`src/rtl/gb_fb_pkg.sv`:
```
// Shared constants and types for the framebuffer write scheduler.
//   FB_WIDTH/FB_HEIGHT : framebuffer geometry (160x144)
//   FB_SIZE            : number of entries; valid addresses are 0..FB_SIZE-1
//   FB_ADDR_W          : framebuffer address width
//   fb_clr_state_t     : clear engine states
package gb_fb_pkg;

  localparam int unsigned FB_WIDTH  = 160;
  localparam int unsigned FB_HEIGHT = 144;
  localparam int unsigned FB_SIZE   = FB_WIDTH * FB_HEIGHT;
  localparam int unsigned FB_ADDR_W = 15;

  typedef logic [1:0]           fb_color_t;
  typedef logic [FB_ADDR_W-1:0] fb_addr_t;

  typedef enum logic [1:0] {
    IDLE  = 2'd0,
    ARMED = 2'd1,
    CLEAR = 2'd2
  } fb_clr_state_t;

  localparam fb_addr_t FB_LAST = fb_addr_t'(FB_SIZE - 1);

endpackage

```
`src/rtl/fb_write_sched_if.sv`:
```
// Bundle of request/response signals around the framebuffer write scheduler.
//   ppu_*  : PPU pixel stream and vsync
//   clr_*  : clear request (start/sync/color) and status (busy/done)
//   fb_*   : framebuffer RAM write port A
// slave  : view used by the scheduler
// master : view used by whatever drives the requests and watches the RAM port
interface fb_write_sched_if;
  import gb_fb_pkg::*;

  logic      ppu_vs;
  logic      ppu_we;
  fb_addr_t  ppu_addr;
  fb_color_t ppu_color;
  logic      clr_start;
  logic      clr_sync;
  fb_color_t clr_color;
  logic      clr_busy;
  logic      clr_done;
  logic      fb_we;
  fb_addr_t  fb_addr;
  fb_color_t fb_din;

  modport slave (
    input  ppu_vs, ppu_we, ppu_addr, ppu_color, clr_start, clr_sync, clr_color,
    output clr_busy, clr_done, fb_we, fb_addr, fb_din
  );

  modport master (
    output ppu_vs, ppu_we, ppu_addr, ppu_color, clr_start, clr_sync, clr_color,
    input  clr_busy, clr_done, fb_we, fb_addr, fb_din
  );

endinterface

```
`src/rtl/fb_clear_engine.sv`:
```
// Clear engine: walks a pointer over the whole framebuffer writing one colour.
//   clk, rst  : clock, asynchronous active-low reset
//   start_i   : clear request pulse (ignored while busy)
//   sync_i    : with start_i, 1 = wait for vs_i before filling
//   color_i   : fill colour, latched on an accepted start
//   vs_i      : PPU vsync level
//   stall_i   : PPU owns the port this cycle; no clear write is issued
//   req_o     : engine wants the port this cycle
//   addr_o    : address of the pending clear write
//   color_o   : latched fill colour
//   busy_o    : accepted start until the final write is issued
//   done_o    : one-cycle pulse coincident with the final write on the RAM port
module fb_clear_engine
  import gb_fb_pkg::*;
(
  input  logic      clk,
  input  logic      rst,
  input  logic      start_i,
  input  logic      sync_i,
  input  fb_color_t color_i,
  input  logic      vs_i,
  input  logic      stall_i,
  output logic      req_o,
  output fb_addr_t  addr_o,
  output fb_color_t color_o,
  output logic      busy_o,
  output logic      done_o
);

  localparam logic [1:0] StIdle  = IDLE;
  localparam logic [1:0] StArmed = ARMED;
  localparam logic [1:0] StClear = CLEAR;

  logic [1:0] state_q, state_d;
  fb_addr_t   ptr_q, ptr_d;
  fb_color_t  col_q, col_d;
  logic       busy_q, busy_d;
  logic       done_q, done_d;

  always_comb begin
    state_d = state_q;
    ptr_d   = ptr_q;
    col_d   = col_q;
    busy_d  = busy_q;
    done_d  = 1'b0;
    unique case (state_q)
      StIdle: begin
        // busy_q is always low here, so any start is accepted.
        if (start_i) begin
          col_d   = color_i;
          busy_d  = 1'b1;
          ptr_d   = '0;
          state_d = sync_i ? StArmed : StClear;
        end
      end
      StArmed: begin
        if (vs_i) begin
          ptr_d   = '0;
          state_d = StClear;
        end
      end
      StClear: begin
        if (!stall_i) begin
          if (ptr_q == FB_LAST) begin
            state_d = StIdle;
            busy_d  = 1'b0;
            done_d  = 1'b1;
          end else begin
            ptr_d = ptr_q + 1'b1;
          end
        end
      end
      default: state_d = StIdle;
    endcase
  end

  always_ff @(posedge clk or negedge rst) begin
    if (!rst) begin
      state_q <= StIdle;
      ptr_q   <= '0;
      col_q   <= '0;
      busy_q  <= 1'b0;
      done_q  <= 1'b0;
    end else begin
      state_q <= state_d;
      ptr_q   <= ptr_d;
      col_q   <= col_d;
      busy_q  <= busy_d;
      done_q  <= done_d;
    end
  end

  assign req_o   = (state_q == StClear);
  assign addr_o  = ptr_q;
  assign color_o = col_q;
  assign busy_o  = busy_q;
  assign done_o  = done_q;

endmodule

```
`src/rtl/fb_write_sched.sv`:
```
// Framebuffer write-port scheduler (port A, tclk domain).
// The PPU pixel stream always wins the port; the clear engine fills the
// remaining cycles. All RAM-side outputs are registered (latency 1).
//   clk, rst : clock, asynchronous active-low reset
//   bus      : slave view of fb_write_sched_if (PPU in, clear ctl/status, RAM port out)
module fb_write_sched
  import gb_fb_pkg::*;
(
  input  logic             clk,
  input  logic             rst,
  fb_write_sched_if.slave  bus
);

  logic      clr_req;
  fb_addr_t  clr_addr;
  fb_color_t clr_col;

  logic      we_q, we_d;
  fb_addr_t  addr_q, addr_d;
  fb_color_t din_q, din_d;

  // Any PPU strobe stalls the clear, even one that is dropped for being out of range.
  fb_clear_engine u_clear (
    .clk     (clk),
    .rst     (rst),
    .start_i (bus.clr_start),
    .sync_i  (bus.clr_sync),
    .color_i (bus.clr_color),
    .vs_i    (bus.ppu_vs),
    .stall_i (bus.ppu_we),
    .req_o   (clr_req),
    .addr_o  (clr_addr),
    .color_o (clr_col),
    .busy_o  (bus.clr_busy),
    .done_o  (bus.clr_done)
  );

  always_comb begin
    we_d   = 1'b0;
    addr_d = addr_q;
    din_d  = din_q;
    if (bus.ppu_we) begin
      if (bus.ppu_addr <= FB_LAST) begin
        we_d   = 1'b1;
        addr_d = bus.ppu_addr;
        din_d  = bus.ppu_color;
      end
    end else if (clr_req) begin
      we_d   = 1'b1;
      addr_d = clr_addr;
      din_d  = clr_col;
    end
  end

  always_ff @(posedge clk or negedge rst) begin
    if (!rst) begin
      we_q   <= 1'b0;
      addr_q <= '0;
      din_q  <= '0;
    end else begin
      we_q   <= we_d;
      addr_q <= addr_d;
      din_q  <= din_d;
    end
  end

  assign bus.fb_we   = we_q;
  assign bus.fb_addr = addr_q;
  assign bus.fb_din  = din_q;

endmodule

```
`src/flat_wrapper.sv`:
```
// flat-port wrapper written by rule: the top's interface ports become plain ports
module fb_write_sched_flat import gb_fb_pkg::*;
  (clk, rst, bus_ppu_vs, bus_ppu_we, bus_ppu_addr, bus_ppu_color, bus_clr_start, bus_clr_sync, bus_clr_color, bus_clr_busy, bus_clr_done, bus_fb_we, bus_fb_addr, bus_fb_din);
  fb_write_sched_if bus_i ();
  input  logic clk;
  input  logic rst;
  input wire logic [$bits(bus_i.ppu_vs)-1:0] bus_ppu_vs;
  input wire logic [$bits(bus_i.ppu_we)-1:0] bus_ppu_we;
  input wire logic [$bits(bus_i.ppu_addr)-1:0] bus_ppu_addr;
  input wire logic [$bits(bus_i.ppu_color)-1:0] bus_ppu_color;
  input wire logic [$bits(bus_i.clr_start)-1:0] bus_clr_start;
  input wire logic [$bits(bus_i.clr_sync)-1:0] bus_clr_sync;
  input wire logic [$bits(bus_i.clr_color)-1:0] bus_clr_color;
  output wire logic [$bits(bus_i.clr_busy)-1:0] bus_clr_busy;
  output wire logic [$bits(bus_i.clr_done)-1:0] bus_clr_done;
  output wire logic [$bits(bus_i.fb_we)-1:0] bus_fb_we;
  output wire logic [$bits(bus_i.fb_addr)-1:0] bus_fb_addr;
  output wire logic [$bits(bus_i.fb_din)-1:0] bus_fb_din;
  assign bus_i.ppu_vs = bus_ppu_vs;
  assign bus_i.ppu_we = bus_ppu_we;
  assign bus_i.ppu_addr = bus_ppu_addr;
  assign bus_i.ppu_color = bus_ppu_color;
  assign bus_i.clr_start = bus_clr_start;
  assign bus_i.clr_sync = bus_clr_sync;
  assign bus_i.clr_color = bus_clr_color;
  assign bus_clr_busy = bus_i.clr_busy;
  assign bus_clr_done = bus_i.clr_done;
  assign bus_fb_we = bus_i.fb_we;
  assign bus_fb_addr = bus_i.fb_addr;
  assign bus_fb_din = bus_i.fb_din;
  fb_write_sched u_core (.clk(clk), .rst(rst), .bus(bus_i));
endmodule
```
`config.mk`:
```
export PLATFORM = sky130hd
export DESIGN_NAME = fb_write_sched_flat
export DESIGN_NICKNAME = d
export VERILOG_FILES = /design/src/rtl/gb_fb_pkg.sv /design/src/rtl/fb_write_sched_if.sv /design/src/rtl/fb_clear_engine.sv /design/src/rtl/fb_write_sched.sv /design/src/flat_wrapper.sv
export SDC_FILE = /design/constraint.sdc
export NUM_CORES = 1
export LEC_CHECK = 0
export BUFFER_PORTS_ARGS = -buffer_cell sky130_fd_sc_hd__buf_2
export CAP_MARGIN = 10
export CELL_PAD_IN_SITES_DETAIL_PLACEMENT = 1
export CELL_PAD_IN_SITES_GLOBAL_PLACEMENT = 1
export CORE_ASPECT_RATIO = 1.1
export CORE_MARGIN = 4
export CORE_UTILIZATION = 35
export DETAILED_ROUTE_END_ITERATION = 6
export GPL_TIMING_DRIVEN = 0
export PLACE_DENSITY = 0.72
export SLEW_MARGIN = 20
export SYNTH_ARGS = -nofsm -noshare
export SYNTH_HDL_FRONTEND = slang
export SYNTH_SLANG_ARGS = --single-unit
```
`constraint.sdc`:
```
create_clock -name clk -period 1.9 [get_ports clk]
set_clock_uncertainty 0.1 [all_clocks]
set_input_delay 0.38 -clock clk [delete_from_list [all_inputs] [get_ports clk]]
set_output_delay 0.38 -clock clk [all_outputs]
set_load 0.005 [all_outputs]
```
==> summary.txt <==
Register area = 987 um^2
Synthesized instance count = 191
Die area = 7160 um^2
Pwr Density = 1040 nW/um^2
Sequential power share = 44.5%
CP Max Fanout = 5
Buf/Inv on CP = 0
CTS sink count = 39
Core box area = 5730 um^2
R2R cell count = 4
Routed Antenna Nets = 0
Part of the power in the clock network = 19.4%
First-pass GRT wire length = 9360 um
P&R area growth vs syn = 27.2%
Main synth FF type = dfrtp_1
Vias in the first global route = 1882
Crit. Startpoint = u_core.u_clear.addr_o[5]
Iter 0 DRT Violations = 51
Max clock buf depth = 2
Register area share after synthesis = 47.5%
Gr usage total = 17.0%
Global route overflow = 0
Via Count = 1771
Worst VDD drop = 0.470 mV
MaxCap Viol Count = 0
Post-place setup slack = -561 ps
IO buf count = 44
Starting density of the core = 35.8%
Die height = 88.4 um
Synth Register Bits = 39
TritonCTS buffer count = 5
First-pass DRT Iterations = 4
WL final = 5790 um
Worst reg-to-reg setup slack = 70 ps
Netlist cell types = 42
Fin. Hold Viols = 0
Capture point of the worst reg-to-reg path = u_core.u_clear.addr_o[13]
Antenna violations before repair = 0
Slew headroom = 40.8%
Synth warn = 0
Hold Slack = 106 ps
CTS Root Cell = clkbuf_8
GP Congestion = 0.850
Vias/cell = 5.38
R2r startpoint = u_core.u_clear.addr_o[5]
Proportion of layout cells with a drive suffix above 1 = 50.0%
Worst setup SP type = flop
Tcrit/Tclk final = 96.1%
Non-filler cells, final = 329
Critical path arrival = 1940 ps
Die Wd = 81.1 um
Cell type with the largest total area after synthesis = dfrtp_1
Crit path to = u_core.u_clear.addr_o[13]
P_sw = 0.928 mW
CTS tree = built
Outcome = completed
Rows = 29
N_diodes = 0
Unrepaired setup endpoints after global routing = no
Worst path slowest cell = or4_4
Largest net degree at the start of global routing = 40
Final nets = 279
Post-synth EDFFs = 0
Hpwl dp = 4010 um
CP Class = reg2reg
Hold Crit Class = in2async
Cell Area, Synth = 2050 um^2
Skew-Pair Late Insertion Delay = 290 ps
Critical Path RT = 2020 ps
Area of the multi-input gates = 1070 um^2
Final setup fails = 0
Drt wl/cell = 17.6 um
Final instance area = 2610 um^2
Area contributors post-synth = dfrtp_1, mux2_2, o21ai_0, a31oi_1, nand2_1
Placed cells = 312
Worst path depth = 4
Ys async rst share = 100%
Max-slew violation count = 0
Int Pwr = 1.79 mW
Critical path's top delay family = simple AND/OR/NAND/NOR gates
CP Cell Sequence = nand4_2, or4_4, or4b_4, o211ai_2
Placed cell areas = 2370 um^2
Htree depth = 2
Minimum clock period = 1830 ps
Syn_nets = 217
Gate power share = 36.1%
CP Capture Type = flop
Leak Pwr = 1.16 nW
Post-Syn Area per Cell = 10.8 um^2
Fmax = 548 MHz
Crit path largest cell delay = 540 ps
Least-Margin Pin Slew = 889 ps
Top cell type's share of synthesized area = 47.5%
Final WS setup = 74.7 ps
CTS Hold Bufs = 0
Remaining DRCs = 0
Io pins = 45
Sw Share = 34.2%
Clk slew on worst S/H paths = 70 ps
Filler cells = 682
## through the flow
stage	setup TNS [ps]	utilization (%)	power, mW
6_report	0	45.6	2.72
2_1_floorplan	0	-	1.71
3_5_place_dp	-9350	41.4	2.06
5_1_grt	0	45.6	2.89
3_3_place_gp	-8600	41.4	2.02
4_1_cts	0	44.0	2.65
## power by group through the flow
stage | sequential, mW | combinational (mW) | clock (mW)
3_3_place_gp | 1.20 | 0.820 | 0
4_1_cts | 1.21 | 0.910 | 0.537
3_5_place_dp | 1.21 | 0.849 | 0
6_report | 1.21 | 0.980 | 0.528
2_1_floorplan | 1.20 | 0.512 | 0
5_1_grt | 1.24 | 1.08 | 0.572
## worst min path at each step
stage / startpoint / end / slack (ps) / cells past startpoint
final: rst / u_core.bus.fb_addr[8] / 110 / 1
after global routing: rst / u_core.bus.fb_addr[8] / 200 / 1
after CTS: rst / u_core.bus.fb_addr[8] / 150 / 1
after detailed placement: u_core.bus.fb_addr[9] / u_core.bus.fb_addr[9] / 390 / 1
after global placement: u_core.bus.fb_addr[2] / u_core.bus.fb_addr[2] / 380 / 1
after floorplan: rst / u_core.bus.fb_addr[0] / -20 / 0
## state kept, by name, indices dropped and copies added (netlist names)
| register | cells |
|---|---|
| u_core.bus.fb_din | 2 |
| u_core.bus.fb_we | 1 |
| u_core.u_clear.done_o | 1 |
| u_core.u_clear.addr_o | 15 |
| u_core.bus.fb_addr | 15 |
| u_core.u_clear.color_o | 2 |
| u_core.u_clear.state_q | 2 |
| u_core.u_clear.busy_o | 1 |
## routing by layer
metal,share of wire (%),vias to the layer above,GRT usage [%],wire length (um)
met3,4.0,5,3.26,232
met2,53,40,29.8,3050
li1,-,831,-,-
met5,0,-,0,0
met1,43,895,21.6,2470
met4,0.57,0,4.15,33
## Yosys cell counts, types with 2 or more instances
master,n
mux2_2,29
o21ai_0,15
a21oi_1,2
clkbuf_1,5
nor3_1,2
o31ai_1,3
buf_2,2
nor2_1,9
and2_1,2
nand2b_1,3
or4_1,2
a31o_2,3
inv_1,10
and4_2,2
nand2_1,16
o221ai_1,5
dfrtp_1,39
a41oi_1,2
nand3_1,3
nor2b_1,3
a31oi_1,10
nand4_1,4
## what timing repair did
action	CTS	global route
buffers inserted	3	9
resized for setup	20	9
endpoints found under the setup margin	27	15
pin swaps	1	3
## cells in the final DEF, fill, tap and decap left out, drive strengths merged, types with 2 or more instances in the layout
| cell type | count |
|---|---|
| a21oi | 3 |
| a31o | 3 |
| a31oi | 10 |
| a41oi | 2 |
| and2 | 2 |
| and4 | 3 |
| buf | 60 |
| clkbuf | 9 |
| dfrtp | 39 |
| inv | 10 |
| mux2 | 29 |
| nand2 | 16 |
| nand2b | 4 |
| nand3 | 4 |
| nand4 | 5 |
| nor2 | 9 |
| nor2b | 3 |
| nor3 | 2 |
| o21ai | 15 |
| o221ai | 5 |
| o31ai | 3 |
| or4 | 3 |
## logic make-up (layout without fill, tap and decap cells)
family | count (synthesis) | in the layout | synth area share, %
AOI/OAI and AO/OA | 47 | 47 | 15.7
and+or+nand+nor | 56 | 56 | 16.4
DFF | 39 | 39 | 47.5
muxes | 30 | 30 | 16.4
adders and majority gates | 1 | 1 | 0.609
buffers and inverters | 18 | 79 | 3.41
## final cells by class
type / instances / share of cell area [%]
Multi-Input combinational cell: 134 / 40.8
Sequential cell: 39 / 37.8
Timing Repair Buffer: 56 / 11.9
Tap cell: 77 / 3.69
Clock buffer: 6 / 2.78
Buffer: 7 / 1.63
Inverter: 10 / 1.44
(Power assumes the default switching activity.)
